<file path="config.mk">
export PLATFORM = sky130hd
export DESIGN_NAME = digit_scan_controller_flat
export DESIGN_NICKNAME = d
export VERILOG_FILES = /design/src/rtl/digit_scan_controller_if.sv /design/src/rtl/digit_scan_controller.sv /design/src/flat_wrapper.sv
export SDC_FILE = /design/constraint.sdc
export NUM_CORES = 1
export LEC_CHECK = 0
export BUFFER_PORTS_ARGS = -buffer_cell sky130_fd_sc_hd__buf_4
export CORE_MARGIN = 8
export CORE_UTILIZATION = 40
export DETAILED_ROUTE_END_ITERATION = 8
export GPL_ROUTABILITY_DRIVEN = 0
export MAX_ROUTING_LAYER = met4
export SETUP_SLACK_MARGIN = 0.1
export SLEW_MARGIN = 20
export SYNTH_ARGS = -nofsm -noshare
export SYNTH_HDL_FRONTEND = slang
export SYNTH_SLANG_ARGS = --single-unit
</file>
<file path="constraint.sdc">
create_clock -name clk -period 3.7 [get_ports clk]
set_input_delay 0 -clock clk [delete_from_list [all_inputs] [get_ports clk]]
set_output_delay 0 -clock clk [all_outputs]
set_load 0.005 [all_outputs]
</file>
<file path="src/rtl/digit_scan_controller_if.sv">
// Host-side register bus of the digit scan controller: back-buffer writes and
// the commit request/status pair.
interface digit_scan_controller_if #(
  parameter int CODE_W = 8
);
  logic              wr_en;
  logic [2:0]        wr_addr;
  logic [CODE_W-1:0] wr_data;
  logic              commit;
  logic              commit_pending;

  modport master (
    output wr_en, wr_addr, wr_data, commit,
    input  commit_pending
  );

  modport slave (
    input  wr_en, wr_addr, wr_data, commit,
    output commit_pending
  );
endinterface

</file>
<file path="src/rtl/digit_scan_controller.sv">
// Time-multiplexes a double-buffered bank of digit codes onto a segment decoder,
// with per-slot guard blanking and leading-zero ripple blanking across slots.
//
// state   | meaning
// --------+------------------------------------------------------------------
// S_GUARD | all digits off, decoder blanked while the new code settles
// S_SHOW  | dig_en[idx] on, decoder driven with the code loaded at GUARD entry
module digit_scan_controller #(
  parameter int NUM_DIGITS   = 4,
  parameter int CODE_W       = 8,
  parameter int PRESCALE     = 1024,
  parameter int BLANK_CYCLES = 16
) (
  input  logic                  clk,
  input  logic                  rst,
  input  logic                  enable,
  input  logic                  lz_en,
  input  logic                  rbo_n_in,
  digit_scan_controller_if.slave host,
  output logic [CODE_W-1:0]     code_out,
  output logic                  rbi_n_out,
  output logic                  blank,
  output logic [NUM_DIGITS-1:0] dig_en,
  output logic                  frame_start
);

  localparam int IDX_W   = (NUM_DIGITS > 1) ? $clog2(NUM_DIGITS) : 1;
  localparam int CNT_MAX = (PRESCALE > BLANK_CYCLES) ? PRESCALE : BLANK_CYCLES;
  localparam int CNT_W   = (CNT_MAX > 1) ? $clog2(CNT_MAX) : 1;

  localparam logic [IDX_W-1:0] MSD_IDX  = IDX_W'(NUM_DIGITS - 1);
  localparam logic [CNT_W-1:0] SHOW_TC  = CNT_W'(PRESCALE - 1);
  localparam logic [CNT_W-1:0] GUARD_TC = CNT_W'(BLANK_CYCLES - 1);

  typedef enum logic {
    S_GUARD = 1'b0,
    S_SHOW  = 1'b1
  } state_t;

  state_t            state, state_next;
  logic [IDX_W-1:0]  idx, idx_next;
  logic [CNT_W-1:0]  cnt, cnt_next;
  logic              fresh, fresh_next;
  logic              entry;
  logic              boundary;
  logic              pending;
  logic              copy_now;
  logic              wr_ok;

  logic [CODE_W-1:0] front [NUM_DIGITS];
  logic [CODE_W-1:0] back  [NUM_DIGITS];

  // fresh marks that the next enabled edge must start a new frame from the MSD
  always_ff @(posedge clk) begin
    if (rst) begin
      state <= S_GUARD;
      idx   <= MSD_IDX;
      cnt   <= '0;
      fresh <= 1'b1;
    end else begin
      state <= state_next;
      idx   <= idx_next;
      cnt   <= cnt_next;
      fresh <= fresh_next;
    end
  end

  always_comb begin
    state_next = state;
    idx_next   = idx;
    cnt_next   = cnt;
    fresh_next = fresh;
    entry      = 1'b0;
    boundary   = 1'b0;
    if (!enable) begin
      state_next = S_GUARD;
      idx_next   = MSD_IDX;
      cnt_next   = '0;
      fresh_next = 1'b1;
    end else if (fresh) begin
      state_next = S_GUARD;
      idx_next   = MSD_IDX;
      cnt_next   = '0;
      fresh_next = 1'b0;
      entry      = 1'b1;
    end else begin
      case (state)
        S_GUARD: begin
          if (cnt == GUARD_TC) begin
            state_next = S_SHOW;
            cnt_next   = '0;
          end else begin
            cnt_next = cnt + 1'b1;
          end
        end
        S_SHOW: begin
          if (cnt == SHOW_TC) begin
            state_next = S_GUARD;
            cnt_next   = '0;
            entry      = 1'b1;
            if (idx == '0) begin
              idx_next = MSD_IDX;
              boundary = 1'b1;
            end else begin
              idx_next = idx - 1'b1;
            end
          end else begin
            cnt_next = cnt + 1'b1;
          end
        end
        default: begin
          state_next = S_GUARD;
          cnt_next   = '0;
        end
      endcase
    end
  end

  always_comb begin
    dig_en = '0;
    blank  = 1'b1;
    if (state == S_SHOW) begin
      dig_en[idx] = 1'b1;
      blank       = 1'b0;
    end
  end

  assign copy_now            = boundary && pending;
  assign wr_ok               = host.wr_en && (32'(host.wr_addr) < NUM_DIGITS);
  assign host.commit_pending = pending;

  // The MSD code loaded on a committing boundary bypasses front so it shows the new value.
  always_ff @(posedge clk) begin
    if (rst) begin
      for (int i = 0; i < NUM_DIGITS; i++) begin
        front[i] <= '0;
        back[i]  <= '0;
      end
      pending     <= 1'b0;
      code_out    <= '0;
      rbi_n_out   <= 1'b1;
      frame_start <= 1'b0;
    end else begin
      frame_start <= entry && (idx_next == MSD_IDX);
      if (wr_ok) begin
        back[host.wr_addr[IDX_W-1:0]] <= host.wr_data;
      end
      if (copy_now) begin
        for (int i = 0; i < NUM_DIGITS; i++) begin
          front[i] <= back[i];
        end
      end
      if (host.commit) begin
        pending <= 1'b1;
      end else if (boundary) begin
        pending <= 1'b0;
      end
      if (entry) begin
        code_out <= copy_now ? back[idx_next] : front[idx_next];
        if (idx_next == MSD_IDX) begin
          rbi_n_out <= ~lz_en;
        end else if (idx_next == '0) begin
          rbi_n_out <= 1'b1;
        end else begin
          rbi_n_out <= rbo_n_in;
        end
      end
    end
  end

endmodule
</file>
<file path="src/flat_wrapper.sv">
// flat-port wrapper written by rule: the top's interface ports become plain ports
module digit_scan_controller_flat 
#(
  parameter int NUM_DIGITS   = 4,
  parameter int CODE_W       = 8,
  parameter int PRESCALE     = 1024,
  parameter int BLANK_CYCLES = 16
)
  (clk, rst, enable, lz_en, rbo_n_in, code_out, rbi_n_out, blank, dig_en, frame_start, host_wr_en, host_wr_addr, host_wr_data, host_commit, host_commit_pending);
  digit_scan_controller_if #(.CODE_W(CODE_W)) host_i ();
  input  logic clk;
  input  logic rst;
  input  logic enable;
  input  logic lz_en;
  input  logic rbo_n_in;
  output logic [CODE_W-1:0] code_out;
  output logic rbi_n_out;
  output logic blank;
  output logic [NUM_DIGITS-1:0] dig_en;
  output logic frame_start;
  input wire logic [$bits(host_i.wr_en)-1:0] host_wr_en;
  input wire logic [$bits(host_i.wr_addr)-1:0] host_wr_addr;
  input wire logic [$bits(host_i.wr_data)-1:0] host_wr_data;
  input wire logic [$bits(host_i.commit)-1:0] host_commit;
  output wire logic [$bits(host_i.commit_pending)-1:0] host_commit_pending;
  assign host_i.wr_en = host_wr_en;
  assign host_i.wr_addr = host_wr_addr;
  assign host_i.wr_data = host_wr_data;
  assign host_i.commit = host_commit;
  assign host_commit_pending = host_i.commit_pending;
  digit_scan_controller #(.NUM_DIGITS(NUM_DIGITS), .CODE_W(CODE_W), .PRESCALE(PRESCALE), .BLANK_CYCLES(BLANK_CYCLES)) u_core (.clk(clk), .rst(rst), .enable(enable), .lz_en(lz_en), .rbo_n_in(rbo_n_in), .host(host_i), .code_out(code_out), .rbi_n_out(rbi_n_out), .blank(blank), .dig_en(dig_en), .frame_start(frame_start));
endmodule
</file>
==> out/results.md <==
* **Root Buffer Master** sky130_fd_sc_hd__clkbuf_8
* **combined area of all synthesized cells** 0.00445 mm2
* **chip height** 122 um
* **GRT Total Usage** 14.9%
* **Die Width** 122 um
* **kind of end point of the critical path** flop
* **Pwr per Cell Area** 381 mW/mm2
* **largest net degree at the start of global routing** 33
* **routed wire length per instance** 18.0 um
* **count of clock tree sinks** 89
* **number of vias per cell after detailed routing** 5.45
* **worst path required time** 3960 ps
* **measured slew at the worst slew-check pin** 869 ps
* **largest cells by area after synthesis** sky130_fd_sc_hd__edfxtp_1 (43%), sky130_fd_sc_hd__dfxtp_1 (11%), sky130_fd_sc_hd__and2_1 (9.4%)
* **number of search-and-repair iterations in the first detailed-routing pass** 4
* **most frequent cells in the layout** sky130_fd_sc_hd__and2_1 (67), sky130_fd_sc_hd__edfxtp_1 (64), sky130_fd_sc_hd__buf_4 (37), sky130_fd_sc_hd__nand2_1 (30), sky130_fd_sc_hd__dfxtp_1 (24)
* **final worst-path cycle share** 85.4%
* **count of antenna diodes in the layout** 0
* **Hold Violations, Final** 0
* **Initial Util** 41.1%
* **category of the critical setup timing path** reg -> reg
* **wire length of the first global-routing pass** 16400 um
* **biggest area consumer among synthesized cells** sky130_fd_sc_hd__edfxtp_1
* **Period minus WS final** 3160 ps
* **post-detailed-placement half-perimeter wirelength** 7450 um
* **setup repair after global routing missed its margin** false
* **insertion delay to the later sink of the worst-skew pair** 370 ps
* **biggest fanout along the worst timing path** 21
* **max-slew violations** 0
* **net count of the finished layout** 452
* **Area growth, synth to finish** 13.8%
* **layout cells sized above 1** 17.1%
* **ordered list of cells on the worst path** clkinv_1, ha_1, and3b_1, nand4_1, and2_4, nand3_2, a221o_1, dlygate4sd3_1
* **deepest level of the CTS H-tree** 3
* **clock tree skew after final layout** 11.4 ps
* **register bit total from synthesis** 89
* **Syn Area/Cell** 11.4 um2
* **synthesis warning total** 0
* **synthesized instance count** 390
* **worst min-delay path category** in -> reg
* **fill cell count** 1000
* **number of distinct library cells after synthesis** 60
* **number of cell rows** 38
* **antenna violations before repair** 0
* **Antenna Violating Nets Remaining** 0
* **CP Launch Type** flop
* **remaining routing DRC violations** 0
* **Max transition margin** 41.9%
* **clock slew seen by the registers of the worst setup and hold paths** 100 ps
* **count of maximum capacitance violations** 0
* **Synthesized Nets** 413
* **area of the die** 0.0148 mm2
* **area inside the core boundary** 0.0108 mm2
* **total I/O pin count** 34
* **TritonCTS clock tree** built
* **slowest stage cell, crit path** sky130_fd_sc_hd__dfxtp_2
* **Final Total Pwr** 1930 uW
* **static leakage power** 0.00186 uW
* **critical path arrival** 3420 ps
* **slowest cell delay on critical path** 590 ps
* **Async S/R FF share, synth** 0%
* **Iteration-0 DRC Markers** 280
* **number of buffers between clock root and the deepest sink** 2
* **highest clock frequency the design can meet** 316 MHz
* **total length of routed wires** 10400 um
* **Max rail drop VDD** 169 uV
* **number of global-route vias before repair** 3069
* **post-route setup TNS** 0 ps
* **number of input and output port buffers inserted** 33
* **share of the yosys chip area belonging to registers** 54.4%
* **worst reg-to-reg setup slack** 540 ps
* **clock buffer count from CTS** 9
* **total via count in the routed design** 3130
* **result of the run** finished clean
* **Primary FF master, synth** sky130_fd_sc_hd__edfxtp_1
* **total grt overflow** 0
* **portion of synthesized cell area occupied by the leading cell type** 43.1%
* **most common library cell in the layout ignoring fill and taps** sky130_fd_sc_hd__and2_1
* **number of enable-type register cells in the synthesized netlist** 64
* **Final setup viols** 0
cell type report:
class                      count  area (um2)  share of cell area [%]
multi-input combinational    264        1800                    35.5
timing repair buffer          51         418                    8.25
inverter                      14        52.6                    1.04
sequential                    89        2420                    47.8
clock inverter                 7        75.1                    1.48
tap                          140         175                    3.46
clock buffer                   9         124                    2.44
critical path: cells and delay by family (launching register included):
family / cells / cell delay, ps
buffers and inverters: 2 / 910
flip-flops: 1 / 590
AO/OA/AOI/OAI: 1 / 290
adder cells (fa/ha/maj): 1 / 440
AND/OR/NAND/NOR: 4 / 830
metal layers:
layer	share of wire (%)	vias up	GRT usage [%]
met5	0	-	-
met3	5.8	15	3.58
met4	1.6	0	4.78
li1	-	1524	-
met1	45	1483	18.6
met2	47	108	23.3
worst paths after layout:
check,startpoint,end,depth (start not counted)
setup / recovery,u_core.idx[0],u_core.rbi_n_out,8
hold / removal,host_wr_addr[2],u_core.back[3][6],3
setup reg to reg,u_core.idx[0],u_core.rbi_n_out,8
hold reg to reg,u_core.cnt[0],u_core.cnt[0],1
power by group:
part           internal, uW  switching [uW]
combinational          61.6            64.1
sequential             1120            28.3
clock                   262             398
total                  1440             491
synthesized netlist by cell type, types with 5 or more instances:
cell type / number
sky130_fd_sc_hd__dfxtp_1: 25
sky130_fd_sc_hd__nand2_1: 30
sky130_fd_sc_hd__and2_1: 67
sky130_fd_sc_hd__edfxtp_1: 64
sky130_fd_sc_hd__ha_1: 5
sky130_fd_sc_hd__o221ai_1: 7
sky130_fd_sc_hd__nor4b_1: 7
sky130_fd_sc_hd__a22o_1: 7
sky130_fd_sc_hd__clkbuf_1: 9
sky130_fd_sc_hd__inv_1: 13
sky130_fd_sc_hd__a221oi_1: 7
sky130_fd_sc_hd__nor3_1: 9
sky130_fd_sc_hd__nor4_1: 9
sky130_fd_sc_hd__a211oi_1: 14
sky130_fd_sc_hd__nor2_1: 15
sky130_fd_sc_hd__o31ai_1: 8
sky130_fd_sc_hd__nand3_1: 10
sky130_fd_sc_hd__a21oi_1: 5
what timing repair did:
action                     4_1_cts  5_1_grt
hold buffers                    14        0
hold endpoints to repair        36        0
setup endpoints to repair        0        1
buffers inserted                 0        0
gates resized for setup          0        1
flip-flops by register name, indices dropped and copies added (netlist names):
| register | cells |
|---|---|
| u_core.frame_start | 1 |
| u_core.cnt | 10 |
| u_core.back | 32 |
| u_core.code_out | 8 |
| u_core.idx | 2 |
| u_core.fresh | 1 |
| u_core.front | 32 |
| u_core.rbi_n_out | 1 |
| u_core.host.commit_pending | 1 |
| u_core.state | 1 |
cells by family after synthesis:
family	after synthesis	share of synthesized area, %
XOR/XNOR	8	1.57
AO/OA/AOI/OAI	67	12.4
flip-flops	89	54.4
AND/OR/NAND/NOR	184	25.0
adder cells (fa/ha/maj)	5	1.40
buffers and inverters	37	5.22
stage by stage:
| stage | hold WS (ps) | instance area, um2 | cells | worst slack [ps] | util, % |
|---|---|---|---|---|---|
| finish | 164 | 5070 | 574 | 540 | 46.7 |
| global route | 166 | 5070 | 574 | 353 | 46.7 |
| CTS | 153 | 5070 | 574 | 234 | 46.7 |
| detailed placement | 222 | 4730 | 544 | 545 | 43.6 |
| global placement | 205 | 4730 | 544 | 683 | 43.6 |
| floorplan | 110 | 4450 | 390 | 1120 | - |
Note: power is estimated with default switching activity, not from simulation.
